--- src/rtl/spi_slave_sync.sv ---
// SPI slave front end: filters the async sck/ncs/mosi pins into the clk domain
// and moves whole WORD_W-bit words in any of the four SPI modes.
module spi_slave_sync #(
  parameter int WORD_W    = 8,
  parameter int FILT_LEN  = 2,
  parameter bit CPOL      = 1'b0,
  parameter bit CPHA      = 1'b0,
  parameter bit MSB_FIRST = 1'b1
) (
  input  logic              clk,
  input  logic              rst,
  input  logic              sck,
  input  logic              ncs,
  input  logic              mosi,
  output logic              miso,
  output logic              miso_oe,
  input  logic [WORD_W-1:0] tx_data,
  output logic              tx_req,
  output logic [WORD_W-1:0] rx_data,
  output logic              rx_valid,
  output logic              spi_start,
  output logic              frame_err,
  output logic              spi_busy
);
  localparam int CW = $clog2(WORD_W);

  logic [FILT_LEN-1:0] sck_sh, ncs_sh, mosi_sh, settle;
  logic                sck_q, sck_d, ncs_q, ncs_d;
  logic                armed, hold;
  logic [CW-1:0]       bit_cnt;
  logic [WORD_W-1:0]   rx_sh, tx_sh, rx_nxt;
  logic                sck_chg, lead, trail, live, smp, shf, start, stop, last, mosi_al;

  // Pin filters with hysteresis; settle marks when the filters hold only real
  // post-reset pin samples, so a reset mid-frame cannot arm on stale ones.
  always_ff @(posedge clk) begin
    if (rst) begin
      sck_sh  <= {FILT_LEN{CPOL}};
      ncs_sh  <= '1;
      mosi_sh <= '0;
      settle  <= '0;
      sck_q   <= CPOL;
      sck_d   <= CPOL;
      ncs_q   <= 1'b1;
      ncs_d   <= 1'b1;
    end else begin
      sck_sh  <= {sck_sh[FILT_LEN-2:0], sck};
      ncs_sh  <= {ncs_sh[FILT_LEN-2:0], ncs};
      mosi_sh <= {mosi_sh[FILT_LEN-2:0], mosi};
      settle  <= {settle[FILT_LEN-2:0], 1'b1};
      if (&sck_sh)       sck_q <= 1'b1;
      else if (~|sck_sh) sck_q <= 1'b0;
      if (&ncs_sh)       ncs_q <= 1'b1;
      else if (~|ncs_sh) ncs_q <= 1'b0;
      sck_d <= sck_q;
      ncs_d <= ncs_q;
    end
  end

  always_comb begin
    sck_chg = sck_q ^ sck_d;
    lead    = sck_chg & (sck_q != CPOL);
    trail   = sck_chg & (sck_q == CPOL);
    live    = armed & ~ncs_q;
    smp     = live & (CPHA ? trail : lead);
    shf     = live & (CPHA ? lead : trail);
    start   = armed & ncs_d & ~ncs_q;
    stop    = ~ncs_d & ncs_q;
    last    = (bit_cnt == CW'(WORD_W-1));
    mosi_al = mosi_sh[FILT_LEN-1];
    rx_nxt  = MSB_FIRST ? {rx_sh[WORD_W-2:0], mosi_al} : {mosi_al, rx_sh[WORD_W-1:1]};
  end

  always_ff @(posedge clk) begin
    if (rst) begin
      armed     <= 1'b0;
      hold      <= 1'b0;
      bit_cnt   <= '0;
      rx_sh     <= '0;
      tx_sh     <= '0;
      rx_data   <= '0;
      rx_valid  <= 1'b0;
      tx_req    <= 1'b0;
      spi_start <= 1'b0;
      frame_err <= 1'b0;
      spi_busy  <= 1'b0;
    end else begin
      rx_valid  <= 1'b0;
      tx_req    <= 1'b0;
      spi_start <= 1'b0;
      frame_err <= 1'b0;
      if (settle[FILT_LEN-1] && ncs_q && (&ncs_sh)) armed <= 1'b1;
      if (start) begin
        bit_cnt   <= '0;
        tx_sh     <= tx_data;
        tx_req    <= 1'b1;
        hold      <= CPHA;
        spi_start <= 1'b1;
        spi_busy  <= 1'b1;
      end else if (smp) begin
        rx_sh <= rx_nxt;
        if (last) begin
          rx_data  <= rx_nxt;
          rx_valid <= 1'b1;
          bit_cnt  <= '0;
          tx_sh    <= tx_data;
          tx_req   <= 1'b1;
          hold     <= 1'b1;
        end else begin
          bit_cnt <= bit_cnt + 1'b1;
        end
      end else if (shf) begin
        // hold swallows the shift edge that would skip a freshly loaded bit
        if (hold) hold <= 1'b0;
        else tx_sh <= MSB_FIRST ? {tx_sh[WORD_W-2:0], 1'b0} : {1'b0, tx_sh[WORD_W-1:1]};
      end
      if (stop && bit_cnt != '0) begin
        frame_err <= 1'b1;
        bit_cnt   <= '0;
      end
      if (!start && ncs_q && sck_q == CPOL) spi_busy <= 1'b0;
    end
  end

  assign miso    = MSB_FIRST ? tx_sh[WORD_W-1] : tx_sh[0];
  assign miso_oe = armed & ~ncs_q;
endmodule

--- config.mk ---
export PLATFORM = sky130hd
export DESIGN_NAME = spi_slave_sync
export DESIGN_NICKNAME = d
export VERILOG_FILES = /design/src/rtl/spi_slave_sync.sv
export SDC_FILE = /design/constraint.sdc
export NUM_CORES = 1
export LEC_CHECK = 0
export CAP_MARGIN = 15
export CORE_UTILIZATION = 52
export CTS_CLUSTER_SIZE = 40
export DETAILED_ROUTE_END_ITERATION = 7
export GPL_TIMING_DRIVEN = 0
export MAX_ROUTING_LAYER = met4
export PLACE_DENSITY = 0.78
export SLEW_MARGIN = 20
export SYNTH_ARGS = -nofsm -noshare
export SYNTH_HDL_FRONTEND = slang
export SYNTH_SLANG_ARGS = --single-unit
--- constraint.sdc ---
create_clock -name clk -period 2.1 [get_ports clk]
set_input_delay 0.21 -clock clk [delete_from_list [all_inputs] [get_ports clk]]
set_output_delay 0.21 -clock clk [all_outputs]
set_load 0.01 [all_outputs]
# Yosys cells after proc, flatten, opt, wreduce, memory -nomap -nowiden

Cells that the tools add are included.

Bitwise logic cells: 13
Equal/unequal tests: 5
Multiplexer cells: 17
$add $sub $neg: 1
Reduce and logical (&&, ||, !) cells: 21

Operators with widths:

| operator            | count |
|---|---|
| $mux 8              | 5 |
| $mux 1              | 11 |
| $reduce_or 2->1     | 5 |
| $and 1x1->1         | 8 |
| $reduce_and 2->1    | 4 |
| $ne 3x1->1 const B  | 2 |
| $reduce_and 3->1    | 2 |
| $reduce_bool 3->1   | 2 |
| $logic_and 1x1->1   | 5 |
| $not 1->1           | 4 |
| $add 3x1->3 const B | 1 |
| $eq 3x3->1 const B  | 1 |
| $mux 3              | 1 |
| $reduce_or 3->1     | 1 |
| $ne 2x1->1 const B  | 1 |
| $ne 2x2->1 const B  | 1 |
| $reduce_bool 2->1   | 1 |
| $logic_not 1->1     | 1 |
| $xor 1x1->1         | 1 |

Output and inout bits: 15
Logic and storage cells: 77
Flip-flop bits (word level): 45

# Depth between registers and ports, before layout

Depth after elaboration: 6
Gate-level depth with buffers: 7
Gate-level depth less buffers: 6

# Least setup slack after synthesis

No wires, ideal clock.

Kind: register to register
Start point: register bit_cnt[0]
End point: register tx_sh[5]
Setup time: 0.141 ns
Data required time: 1.959 ns
Slack: 0.461 ns
Data arrival time: 1.498 ns
Stages on the path, launching flop included: 8
Period minus slack after synthesis: 1.639 ns
Path through: dfxtp_1 > ha_1 > ha_1 > and3b_1 > o31a_1 > buf_6 > nor2_1 > a211oi_2

Cells in the longest elaborated chain, start to end: 3

RTL lines:

| what                              | line | source |
|---|---|---|
| start: declaration                | 30   | `logic [CW-1:0] bit_cnt;` |
| start signal: assignment          | 110  | `bit_cnt <= bit_cnt + 1'b1;` |
| $eq 3x3->1                        | 69   | `last = (bit_cnt == CW'(WORD_W-1));` |
| $ne 3x1->1 (no source line)       | --   |  |
| $reduce_and 3->1 (no source line) | --   |  |
| end signal: assignment            | 95   | `tx_sh <= tx_data;` |
| end signal: assignment            | 106  | `tx_sh <= tx_data;` |
| end signal: assignment            | 115  | `else tx_sh <= MSB_FIRST ? {tx_sh[WORD_W-2:0], 1'b0} : {1'b0, tx_sh[WORD_W-1:1]};` |
| end: declaration                  | 31   | `logic [WORD_W-1:0] rx_sh, tx_sh, rx_nxt;` |

No other way between the ends.
A chain may end at the register's enable or synchronous reset.

# Worst setup path after layout

Start point: register ncs_q
End point: output port miso_oe

Cells in the longest elaborated chain, start to end: 2

RTL lines:

| what                     | line | source |
|---|---|---|
| start: declaration       | 28   | `logic sck_q, sck_d, ncs_q, ncs_d;` |
| start signal: assignment | 44   | `ncs_q <= 1'b1;` |
| start signal: assignment | 53   | `if (&ncs_sh) ncs_q <= 1'b1;` |
| start signal: assignment | 54   | `else if (~\|ncs_sh) ncs_q <= 1'b0;` |
| $not 1->1                | 126  | `assign miso_oe = armed & ~ncs_q;` |
| $and 1x1->1              | 126  |  |
| end: declaration         | 16   | `output logic miso_oe,` |

No other way between the ends.

==> impl_metrics.toml <==
[synthesis]
postSynthNetCount = 195
synth_cell_type_count = 33
yosys_synthesis_warning_count = 0
synth_area_per_cell_um2 = 9.88
yosysSeqAreaShare = 0.512
synth_seq_cells = 45
synth.top_cells.by_area = "dfxtp_1 (51%), mux2i_1 (9.1%), nor2_1 (5.3%)"
synth_top_area_cell = "dfxtp_1"
post-synth-top-area-fraction = 0.512
syn-cell-area_mm2 = 0.00176
synthesis.instances = 178

[cells_and_area]
nFillCells = 251
insertedDiodeCount = 0
post-route-cell-area_mm2 = 0.00214
area_growth_pct = 21.6
final_net_count = 229
final_layout_size_suffix_gt1_frac = 0.118

[clocking]
cts_buffers = 5
ctsRootBufferMaster = "clkbuf_4"
cts.hold.buffers_added = 0
cts_tree = "built"
clk_pin_slew_worst_paths_ns = 0.11
cts.htree.levels = 2
clock_sink_count = 45
cts-root-to-sink-buffers = 2
post-cts-setup-buffer-count = 0
insertion_delay_ns = 0.34
post_cts_resized = 0

[die]
initial_core_util = 0.562
boundaryPins = 28
fp-row-count = 20
die_height_um = 60.2
die_width_um = 60.2
die_area_mm2 = 0.00362
core_box_area_mm2 = 0.00313

[global_routing]
grt_first_pass_wirelength_um = 5220
first_global_vias = 1206
grt_usage = 0.209
grt_max_degree = 13
globalRouteOverflowTotal = 0
grt_antenna_before_repair = 0

[hold_path]
holdCritPathClass = "in2reg"

[setup_path]
cp_slowest_stage_delay_ns = 0.54
timing.critical_path.arrival_ns = 1.67
setup.worst_path.start_class = "flop"
setup.worst_path.end = "miso_oe"
path_max_fanout = 10
worst-r2r-setup-slack_ns = 0.31
cp.required_ns = 1.89
crit_path_top_delay_cell = "clkdlybuf4s50_1"
rr_worst_depth = 7
rr_startpoint = "bit_cnt[0]"
timing.critical_path.cells = "nand2b_1, buf_6, inv_4, clkdlybuf4s50_1"
reg2reg_to = "tx_sh[5]"
setup.worst_path.start = "ncs_q"
worst_setup_path_end_kind = "output pin"
timing.setup.critical_path_class = "reg2out"

[placed_design]
io_buffer_count = 27
dp_hpwl_um = 2430
gpl.final_weighted_congestion = 0.764
placedInstanceArea_mm2 = 0.00208

[timing]
fin_crit_sh = 0.896
fmax_ghz = 0.532
grt_setup_unrepaired = "false"
final-setup-viol-count = 0
slew-limit-headroom = 0.618
final.setup_skew_ns = 0.00549
slew_viol_final = 0
final.min_clock_period_ns = 1.88
hold_violations = 0
worstMarginPinSlew_ns = 0.573
setup_tns_final_ns = 0

[power]
power.leakage_nw = 0.783
ir_worst_vdd_mv = 0.411
powerDensity_mw_per_mm2 = 618

[status]
status = "completed"

[drt]
vias_per_cell = 5.07
routedWlPerCell_um = 12.1
drt-total-wl_um = 3110
dr.first_iter.drc_count = 57
drt_first_pass_iters = 4
remaining_drc_errors = 0
vias_after_detailed_routing = 1299
drtAntennaViolNets = 0

[run]
cap_viol_max_count = 0
==> Yosys cell counts, drive strengths merged <==
cell type   n
nand2b      5
buf         7
or4b        1
nor3b       1
nor2b       6
o21ai       3
clkbuf      3
or2         3
and3b       1
a211oi      8
inv         5
o31a        1
nand3b      1
a41oi       1
nor3        3
nor4        1
nand2      11
dfxtp      45
a21boi      1
mux2i      16
ha          4
nand3       8
and3        1
nor2       25
o211ai      1
a21oi      16
==> worst max-delay path: cells and delay by family, from the launching register on <==
family / cells / cell delay (ns)
AND/OR/NAND/NOR: 1 / 0.17
buffers and inverters: 3 / 0.78
flip-flops: 1 / 0.37
==> area by class of cell <==
| cell class | count | area [um^2] | share of cell area |
|---|---|---|---|
| sequential | 45 | 901 | 0.421 |
| buffer | 10 | 62.6 | 0.0292 |
| tap | 44 | 55.1 | 0.0257 |
| timing repair buffer | 27 | 270 | 0.126 |
| multi-input combinational | 118 | 774 | 0.362 |
| inverter | 5 | 21.3 | 0.00994 |
| clock buffer | 7 | 55.1 | 0.0257 |
==> placed cells by master, fill, tap and decap left out, types with 4 or more instances in the layout <==
master,n
ha_1,4
dfxtp_1,45
mux2i_1,16
clkbuf_4,5
nor2b_1,5
nor2_1,25
clkbuf_1,4
nand2b_1,5
a21oi_1,16
a211oi_2,7
inv_1,4
nand3_1,8
clkdlybuf4s50_1,27
nand2_1,11
==> per-stage QoR <==
step	total power (W)	std cells	utilization	worst slack, ns	hold slack [ns]
6_report	0.00132	256	0.684	0.219	0.405
5_1_grt	0.00138	256	0.684	0.119	0.394
4_1_cts	0.00134	256	0.684	0.208	0.392
3_5_place_dp	0.000943	249	0.666	0.320	0.427
3_3_place_gp	0.000941	249	0.666	0.366	0.421
2_1_floorplan	0.000912	178	-	0.461	0.291
==> where the power goes <==
group,internal [W],leakage (nW),switching (W)
logic,0.0000309,0.386,0.0000239
clock network,0.000158,0.0314,0.000242
registers,0.000863,0.365,0.00000517
total,0.00105,0.783,0.000271
==> layer usage <==
layer  share of wire  track usage  up-vias
met5               0            -        -
met4           0.011       0.0764        0
met3           0.043       0.0736        4
met2            0.49        0.339       22
met1            0.46        0.235      596
li1                -            -      677
==> flip-flops by register name, indices dropped and copies added (netlist names) <==
register   flops
rx_valid       1
tx_sh          8
ncs_sh         2
sck_d          1
frame_err      1
armed          1
ncs_q          1
ncs_d          1
settle         2
hold           1
rx_sh          7
rx_data        8
mosi_sh        2
spi_start      1
bit_cnt        3
tx_req         1
spi_busy       1
sck_q          1
sck_sh         2
==> kinds of logic after synthesis <==
family,Yosys count,share of synthesized area
adders and majority gates,4,0.0285
buffers and inverters,15,0.0477
DFF,45,0.512
AOI/OAI and AO/OA,31,0.129
muxes,16,0.0910
and+or+nand+nor,67,0.192
==> worst min-delay path by stage <==
stage / endpoint / cells after the start / startpoint / slack [ns]
floorplan: settle[0] / 1 / rst / 0.29
global placement: settle[1] / 1 / settle[0] / 0.42
detailed placement: mosi_sh[1] / 1 / mosi_sh[0] / 0.43
CTS: mosi_sh[0] / 2 / mosi / 0.39
global route: mosi_sh[0] / 2 / mosi / 0.39
finish: mosi_sh[0] / 2 / mosi / 0.40
Note: power is estimated with default switching activity, not from simulation.
